[config.mk]
export PLATFORM = sky130hd
export DESIGN_NAME = toggle_event_decoder_flat
export DESIGN_NICKNAME = d
export VERILOG_FILES = /design/src/rtl/toggle_event_decoder_if.sv /design/src/rtl/toggle_event_decoder.sv /design/src/flat_wrapper.sv
export SDC_FILE = /design/constraint.sdc
export NUM_CORES = 1
export LEC_CHECK = 0
export BUFFER_PORTS_ARGS = -buffer_cell sky130_fd_sc_hd__buf_4
export CORE_ASPECT_RATIO = 0.8
export CORE_MARGIN = 3
export CORE_UTILIZATION = 31
export DETAILED_ROUTE_END_ITERATION = 10
export SLEW_MARGIN = 15
export SYNTH_ARGS = -nofsm -noshare
export SYNTH_HDL_FRONTEND = slang
export SYNTH_SLANG_ARGS = --single-unit
[constraint.sdc]
create_clock -name clk -period 2.33 [get_ports clk]
set_input_delay 0.233 -clock clk [delete_from_list [all_inputs] [get_ports clk]]
set_output_delay 0.233 -clock clk [all_outputs]
set_load 0.02 [all_outputs]
[src/rtl/toggle_event_decoder_if.sv]
// Pending-event handshake bundle for toggle_event_decoder.
// master: the decoder (offers pending events); slave: the consumer.
interface toggle_event_decoder_if #(
   parameter int PEND_W = 3
);
   logic              evt_valid;
   logic              evt_ready;
   logic [PEND_W-1:0] pend_cnt;

   modport master (
      output evt_valid,
      output pend_cnt,
      input  evt_ready
   );

   modport slave (
      input  evt_valid,
      input  pend_cnt,
      output evt_ready
   );
endinterface

[src/rtl/toggle_event_decoder.sv]
// toggle_event_decoder: turns each level change on a toggle-encoded line
// into a one-cycle pulse, counts events, and buffers them as pending
// credits handed out through a valid/ready handshake with sticky overflow.
// Optional macro TGL_SYNC_EN: inserts a two-flop synchronizer on t_in and
// stretches INIT to three cycles so the baseline comes from settled data.
module toggle_event_decoder #(
   parameter int CNT_W = 8,
   parameter int DEPTH = 4
) (
   input  logic                  clk,
   input  logic                  rst,
   input  logic                  t_in,
   input  logic                  clr_ovf,
   toggle_event_decoder_if.master evt,
   output logic                  pulse_o,
   output logic                  level_o,
   output logic [CNT_W-1:0]      evt_count,
   output logic                  ovf
);
   localparam int PEND_W = $clog2(DEPTH + 1);

   typedef enum logic {S_INIT, S_RUN} state_t;

   state_t            state, state_nxt;
   logic [1:0]        init_cnt, init_nxt;
   logic              t_dec;
   logic              tgl;
   logic              acc;
   logic [PEND_W-1:0] pend, pend_nxt;
   logic              ovf_nxt;

`ifdef TGL_SYNC_EN
   localparam int INIT_LEN = 3;
   logic sync1, sync2;

   // Two-flop synchronizer for an asynchronous sending domain.
   always_ff @(posedge clk) begin
      if (rst) begin
         sync1 <= 1'b0;
         sync2 <= 1'b0;
      end else begin
         sync1 <= t_in;
         sync2 <= sync1;
      end
   end

   assign t_dec = sync2;
`else
   localparam int INIT_LEN = 1;
   assign t_dec = t_in;
`endif

   // FSM state register.
   always_ff @(posedge clk) begin
      if (rst) begin
         state    <= S_INIT;
         init_cnt <= '0;
      end else begin
         state    <= state_nxt;
         init_cnt <= init_nxt;
      end
   end

   // Next state: INIT holds for INIT_LEN cycles, then RUN until reset.
   always_comb begin
      state_nxt = state;
      init_nxt  = init_cnt;
      case (state)
         S_INIT: begin
            if (init_cnt == 2'(INIT_LEN - 1)) begin
               state_nxt = S_RUN;
               init_nxt  = '0;
            end else begin
               init_nxt = init_cnt + 2'd1;
            end
         end
         S_RUN:   state_nxt = S_RUN;
         default: state_nxt = S_INIT;
      endcase
   end

   assign tgl           = (state == S_RUN) && (t_dec != level_o);
   assign evt.evt_valid = (pend != '0);
   assign evt.pend_cnt  = pend;
   assign acc           = evt.evt_valid & evt.evt_ready;

   // Pending credit and overflow update; a toggle and an accept in the
   // same cycle cancel, so that case can never overflow.
   always_comb begin
      pend_nxt = pend;
      ovf_nxt  = ovf;
      if (clr_ovf)
         ovf_nxt = 1'b0;
      if (tgl && !acc) begin
         if (pend < PEND_W'(DEPTH))
            pend_nxt = pend + PEND_W'(1);
         else
            ovf_nxt = 1'b1;
      end else if (!tgl && acc) begin
         pend_nxt = pend - PEND_W'(1);
      end
   end

   // Datapath registers: baseline/level capture, pulse, counters, ovf.
   always_ff @(posedge clk) begin
      if (rst) begin
         level_o   <= 1'b0;
         pulse_o   <= 1'b0;
         evt_count <= '0;
         pend      <= '0;
         ovf       <= 1'b0;
      end else begin
         level_o <= t_dec;
         pulse_o <= tgl;
         if (tgl)
            evt_count <= evt_count + CNT_W'(1);
         pend <= pend_nxt;
         ovf  <= ovf_nxt;
      end
   end
endmodule

[src/flat_wrapper.sv]
// flat-port wrapper written by rule: the top's interface ports become plain ports
module toggle_event_decoder_flat 
#(
   parameter int CNT_W = 8,
   parameter int DEPTH = 4
)
  (clk, rst, t_in, clr_ovf, pulse_o, level_o, evt_count, ovf, evt_evt_valid, evt_pend_cnt, evt_evt_ready);
  toggle_event_decoder_if #(.PEND_W(($clog2(DEPTH + 1)))) evt_i ();
  input  logic clk;
  input  logic rst;
  input  logic t_in;
  input  logic clr_ovf;
  output logic pulse_o;
  output logic level_o;
  output logic [CNT_W-1:0] evt_count;
  output logic ovf;
  output wire logic [$bits(evt_i.evt_valid)-1:0] evt_evt_valid;
  output wire logic [$bits(evt_i.pend_cnt)-1:0] evt_pend_cnt;
  input wire logic [$bits(evt_i.evt_ready)-1:0] evt_evt_ready;
  assign evt_evt_valid = evt_i.evt_valid;
  assign evt_pend_cnt = evt_i.pend_cnt;
  assign evt_i.evt_ready = evt_evt_ready;
  toggle_event_decoder #(.CNT_W(CNT_W), .DEPTH(DEPTH)) u_core (.clk(clk), .rst(rst), .t_in(t_in), .clr_ovf(clr_ovf), .evt(evt_i), .pulse_o(pulse_o), .level_o(level_o), .evt_count(evt_count), .ovf(ovf));
endmodule
==> results of run 1 <==
flip-flops by register name, summed over array words and instances, names as in the netlist:
register             flops
u_core.init_cnt          2
u_core.evt.pend_cnt      3
u_core.level_o           1
u_core.state             1
u_core.ovf               1
u_core.evt_count         8
u_core.pulse_o           1
worst reg2reg max path, cell delays in order, from the launching register on:
cell,delay (ns)
dfxtp_1,0.40
or3_1,0.45
nand2_1,0.09
nand2_1,0.06
xor2_1,0.15
ha_1,0.32
nor3_1,0.20
nand3_1,0.11
o211ai_1,0.12
a31oi_1,0.06
cells in the final DEF (no fill, tap or decap), types with 3 or more instances in the layout:
master / instances
xor2_1: 6
inv_1: 4
nor2_1: 13
ha_1: 4
nand3_1: 6
clkbuf_4: 3
nand4_1: 3
dfxtp_1: 17
nand2_1: 9
a31oi_1: 3
buf_4: 21
a21oi_1: 3
metal layers:
layer | vias up | wire [um] | GRT usage (%)
met2 | 19 | 863 | 18.8
met4 | 0 | 15 | 3.79
met5 | - | 0 | 0
met3 | 2 | 84 | 3.40
met1 | 380 | 882 | 14.9
li1 | 391 | - | -
power by group:
group	switching, mW	internal, mW
Combinational	0.0881	0.0671
Sequential	0.0197	0.303
Clock	0.0887	0.0637
area by class of cell:
class | instances | area (um^2)
fill | 276 | 1470
multi-input combinational | 76 | 507
sequential | 17 | 340
timing repair buffer | 21 | 158
tap | 36 | 45.0
clock buffer | 3 | 22.5
inverter | 4 | 15.0
clock inverter | 1 | 5.00
metrics by stage:
step	instances	utilization, %	power, mW	instance area [um^2]	hold WS, ns
after detailed placement	154	41.6	0.482	1060	0.468
after floorplan	100	-	0.426	873	0.302
after global placement	154	41.6	0.482	1060	0.460
final	158	42.6	0.630	1090	0.204
after CTS	158	42.6	0.639	1090	0.192
after global routing	158	42.6	0.672	1090	0.202
cells by family after synthesis:
group	Yosys count	synth area share, %
DFF	17	39.0
adders and majority gates	4	5.73
and+or+nand+nor	47	28.4
xor gates and xnor gates	10	11.7
AOI/OAI and AO/OA	13	9.89
buffers and inverters	7	3.01
muxes	2	2.29
worst paths after layout:
kind	cells past startpoint	from	to	slack, ns
worst max-delay path	9	u_core.evt.pend_cnt[2]$_SDFFE_PP0P_	u_core.evt.pend_cnt[1]$_SDFFE_PP0P_	0.28
worst min-delay path	3	clr_ovf	u_core.ovf$_SDFF_PP0_	0.20
worst max register to register	9	u_core.evt.pend_cnt[2]$_SDFFE_PP0P_	u_core.evt.pend_cnt[1]$_SDFFE_PP0P_	0.28
worst min register to register	2	u_core.ovf$_SDFF_PP0_	u_core.ovf$_SDFF_PP0_	0.48
==> run summary, run 1 <==
Outcome -> completed
Syn nets -> 109
Final worst-path setup slack -> 0.275 ns
Post-synth EDFFs -> 0
Max incr delay on CP -> 0.45 ns
Synth Warn # -> 0
Most common cell in the netlist -> dfxtp_1
Post-Syn Instances -> 100
Area of the mapped netlist -> 873 um^2
Startpoint types -> register
WL/cell -> 11.7 um
Setup Skew -> 0.00443 ns
Setup WS pre-CTS -> 0.325 ns
GP Congestion -> 0.878
CP Max Fanout -> 9
Dpl hpwl -> 1370 um
Synth top cells by count -> 17 x dfxtp_1, 13 x nor2_1, 9 x nand2_1
Final Slew Violations -> 0
Hold Crit Class -> input pin to register
Row count -> 16
Synth Flop Type -> dfxtp_1
Die W -> 65.3 um
Buffers on Ports -> 19
Post-CTS Setup Inserts -> 0
Fmax -> 0.487 GHz
Sequential share of the synthesized area -> 39.0%
Peak VDD IR -> 0.000360 V
Leak Pwr -> 0.450 nW
Worst path cell trace -> or3_1, nand2_1, nand2_1, xor2_1, ha_1, nor3_1, nand3_1, o211ai_1, a31oi_1
H-tree depth -> 1
Antenna cells -> 0
CP Capture Type -> register
Initial Utilization -> 34.1%
Hold-fix buffers, CTS -> 0
Global-route wire length before repair -> 3160 um
CP Buf/Inv Count -> 0
Post-synthesis to final-layout area growth -> 25.1%
Unrepaired setup endpoints after global routing -> false
Post-synthesis async set-or-reset flop share -> 0%
Fin. Hold Viols -> 0
Root buf cell -> clkbuf_4
CTS buffer count -> 3
Top Family by Delay on Critical Path -> simple AND/OR/NAND/NOR gates
Number of global-route vias before repair -> 711
Worst EP arrival -> 2.23 ns
CTS clk-pin slew, worst paths -> 0.10 ns
Maxcap violations -> 0
Core area -> 2560 um^2
Synth top area share -> 39.0%
Overall die area -> 3490 um^2
Final WL -> 1850 um
Pwr dens -> 577 nW/um^2
Drt first-iter violations -> 46
Grt total ovfl -> 0
Synth area leaders -> dfxtp_1 39%, xor2_1 6.0%, ha_1 5.7%, nor2_1 5.6%, nand2_1 3.9%
Synthesized area per cell -> 8.73 um^2
Routed vias/inst -> 5.01
Sink Count -> 17
Crit path required time -> 2.51 ns
Largest net degree at the start of global routing -> 17
Critical path's slowest cell -> or3_1
Die Span Y -> 53.5 um
Initial antenna violation count -> 0
NumNets Final -> 132
Worst-Margin Slew -> 0.410 ns
Yosys cell types -> 36
Slew headroom -> 72.4%
DRT antenna net count -> 0
Total global-route track usage -> 11.7%
1st-pass router iterations -> 4
Setup TNS -> 0 ns
Post-CTS Resized -> 0
Most used cell, CP -> nand2_1
DRC viols -> 0
Share of cells above drive strength 1 -> 23.8%
Finish-stage setup viols -> 0
Clock buffer depth -> 2
Crit path time final -> 2.05 ns
CTS tree -> done
IO Pins -> 20
Post-synth top area cell -> dfxtp_1
Fin crit share -> 88.2%
DR vias -> 792
#FFs+latches synth -> 17
Clock Latency Late Sink -> 0.29 ns
Crit path kind -> register to register
Power figures use the tool's default switching activity.
==> run 2: changes to the inputs <==
Settings changed: GPL_TIMING_DRIVEN set to 0.
==> run summary, run 2 (synthesis results as in run 1) <==
Slew headroom -> 68.1% (was 72.4%)
Reg-to-reg slack, setup -> 0.25 ns (was 0.28 ns)
Clock buffer depth -> 2 (unchanged)
DR vias -> 753 (was 792)
Antenna cells -> 0 (unchanged)
Setup WS pre-CTS -> 0.269 ns (was 0.325 ns)
Crit path required time -> 2.54 ns (was 2.51 ns)
Commonest non-fill, non-tap cell in the layout -> buf_4 (unchanged)
Row count -> 16 (unchanged)
DRC viols -> 0 (unchanged)
Drt first-iter violations -> 18 (was 46)
CTS buffer count -> 3 (unchanged)
Leak Pwr -> 0.436 nW (was 0.450 nW)
Fin. Hold Viols -> 0 (unchanged)
Placed cell area -> 1050 um^2 (was 1060 um^2)
Setup Skew -> 0.00311 ns (was 0.00443 ns)
Worst path cell trace -> xnor2_2, nor2_2, nand2_1, xor2_1, ha_1, nor4b_1, o32ai_1, a31oi_1 (was or3_1, nand2_1, nand2_1, xor2_1, ha_1, nor3_1, nand3_1, o211ai_1, a31oi_1)
Hold Crit Class -> input pin to register (unchanged)
Initial antenna violation count -> 0 (unchanged)
Critical path's slowest cell -> dfxtp_1 (was or3_1)
Critical Path End -> u_core.evt.pend_cnt[2]$_SDFFE_PP0P_ (was u_core.evt.pend_cnt[1]$_SDFFE_PP0P_)
Die W -> 65.3 um (unchanged)
Crit path kind -> register to register (unchanged)
NumNets Final -> 132 (unchanged)
CTS clk-pin slew, worst paths -> 0.09 ns (was 0.10 ns)
Unrepaired setup endpoints after global routing -> false (unchanged)
H-tree depth -> 1 (unchanged)
Total global-route track usage -> 11.4% (was 11.7%)
Multi-input gate area -> 507 um^2 (unchanged)
Routed vias/inst -> 4.77 (was 5.01)
Post-CTS Setup Inserts -> 0 (unchanged)
Final WL -> 1870 um (was 1850 um)
Worst EP arrival -> 2.29 ns (was 2.23 ns)
Worst r2r dst -> u_core.evt.pend_cnt[2]$_SDFFE_PP0P_ (was u_core.evt.pend_cnt[1]$_SDFFE_PP0P_)
CP Max Fanout -> 8 (was 9)
Overall die area -> 3490 um^2 (unchanged)
Root buf cell -> clkbuf_4 (unchanged)
Critical path launch point -> u_core.level_o$_SDFF_PP0_ (was u_core.evt.pend_cnt[2]$_SDFFE_PP0P_)
Crit path time final -> 2.08 ns (was 2.05 ns)
Dpl hpwl -> 1410 um (was 1370 um)
Final instance area -> 1080 um^2 (was 1090 um^2)
Largest net degree at the start of global routing -> 11 (was 17)
CP Capture Type -> register (unchanged)
Grt total ovfl -> 0 (unchanged)
Initial Utilization -> 34.1% (unchanged)
Sink Count -> 17 (unchanged)
Final Slew Violations -> 0 (unchanged)
Buffers on Ports -> 18 (was 19)
Reg2reg start -> u_core.level_o$_SDFF_PP0_ (was u_core.evt.pend_cnt[2]$_SDFFE_PP0P_)
Hold-fix buffers, CTS -> 0 (unchanged)
Final core occ -> 42.1% (was 42.6%)
WL/cell -> 11.8 um (was 11.7 um)
Global-route wire length before repair -> 3040 um (was 3160 um)
Max FFs per register -> 8 (unchanged)
DRT antenna net count -> 0 (unchanged)
Startpoint types -> register (unchanged)
Clock Latency Late Sink -> 0.28 ns (was 0.29 ns)
Setup TNS -> 0 ns (unchanged)
Fillcell total -> 288 (was 276)
Worst Reg-to-Reg Cells -> 8 (was 9)
Pwr dens -> 580 nW/um^2 (was 577 nW/um^2)
Fmax -> 0.481 GHz (was 0.487 GHz)
Finish-stage setup viols -> 0 (unchanged)
IO Pins -> 20 (unchanged)
Commonest non-fill, non-tap cells in the layout -> 18 x buf_4, 17 x dfxtp_1, 13 x nor2_1 (was 21 x buf_4, 17 x dfxtp_1, 13 x nor2_1)
Die Span Y -> 53.5 um (unchanged)
1st-pass router iterations -> 4 (unchanged)
Share of cells above drive strength 1 -> 20.5% (was 23.8%)
Final worst-path setup slack -> 0.249 ns (was 0.275 ns)
Sequential Area -> 340 um^2 (unchanged)
Fin crit share -> 89.3% (was 88.2%)
GP Congestion -> 0.812 (was 0.878)
Biggest register -> u_core.evt_count (unchanged)
Number of global-route vias before repair -> 696 (was 711)
Post-synthesis to final-layout area growth -> 23.6% (was 25.1%)
Core area -> 2560 um^2 (unchanged)
Max incr delay on CP -> 0.45 ns (about the same)
Worst-Margin Slew -> 0.478 ns (was 0.410 ns)
Maxcap violations -> 0 (unchanged)
Post-CTS Resized -> 0 (unchanged)
Outcome -> completed (unchanged)
CTS tree -> done (unchanged)
Peak VDD IR -> 0.000246 V (was 0.000360 V)
-- run 2: cell types whose count changed in the layout (fill, tap and decap cells not counted), sizes merged --
cell | before | now
clkinv | 1 | 0
buf | 21 | 19
clkbuf | 3 | 6
-- run 2: critical path: cells and delay by family (launching register included) --
kind            cells  cell delay [ns]
fa+ha+maj           1             0.24
flops               1             0.45
compound gates      2             0.32
simple gates        3             0.68
xor+xnor            2             0.30
-- run 2: layout make-up --
cell class | instances | area share, %
plain buffers | 3 | 1.04
clock buffers | 4 | 2.43
inverters | 4 | 1.39
multi-input cells | 76 | 46.9
flip-flops and latches | 17 | 31.5
well taps | 36 | 4.17
repair buffers | 18 | 12.5
-- run 2: worst min-delay path by stage --
stage | start | endpoint | slack (ns) | depth (start not counted)
after detailed placement | rst | u_core.evt_count[0]$_SDFFE_PP0P_ | 0.47 | 2
final | rst | u_core.ovf$_SDFF_PP0_ | 0.16 | 2
after global placement | u_core.ovf$_SDFF_PP0_ | u_core.ovf$_SDFF_PP0_ | 0.46 | 2
after CTS | rst | u_core.evt_count[0]$_SDFFE_PP0P_ | 0.15 | 2
after global routing | rst | u_core.level_o$_SDFF_PP0_ | 0.15 | 2
after floorplan | rst | u_core.evt_count[1]$_SDFFE_PP0P_ | 0.30 | 1
-- run 2: per-layer routing --
metal	GRT usage [%]	wire (um)	vias up	share of wire, %
met5	0	0	-	0
met4	3.10	19	0	1.0
met3	3.18	75	2	4.0
met2	18.7	860	19	46
met1	14.6	912	339	49
li1	-	-	393	-
-- run 2: through the flow --
stage | std cells | power [mW] | hold WS, ns
4_1_cts | 158 | 0.636 | 0.153
5_1_grt | 158 | 0.670 | 0.151
6_report | 158 | 0.626 | 0.162
3_3_place_gp | 154 | 0.476 | 0.458
2_1_floorplan | 100 | 0.426 | 0.302
3_5_place_dp | 154 | 0.480 | 0.469
-- run 2: report_power, final --
group          switching, mW  internal, mW
clock network         0.0869        0.0665
logic                 0.0862        0.0642
registers             0.0192         0.303
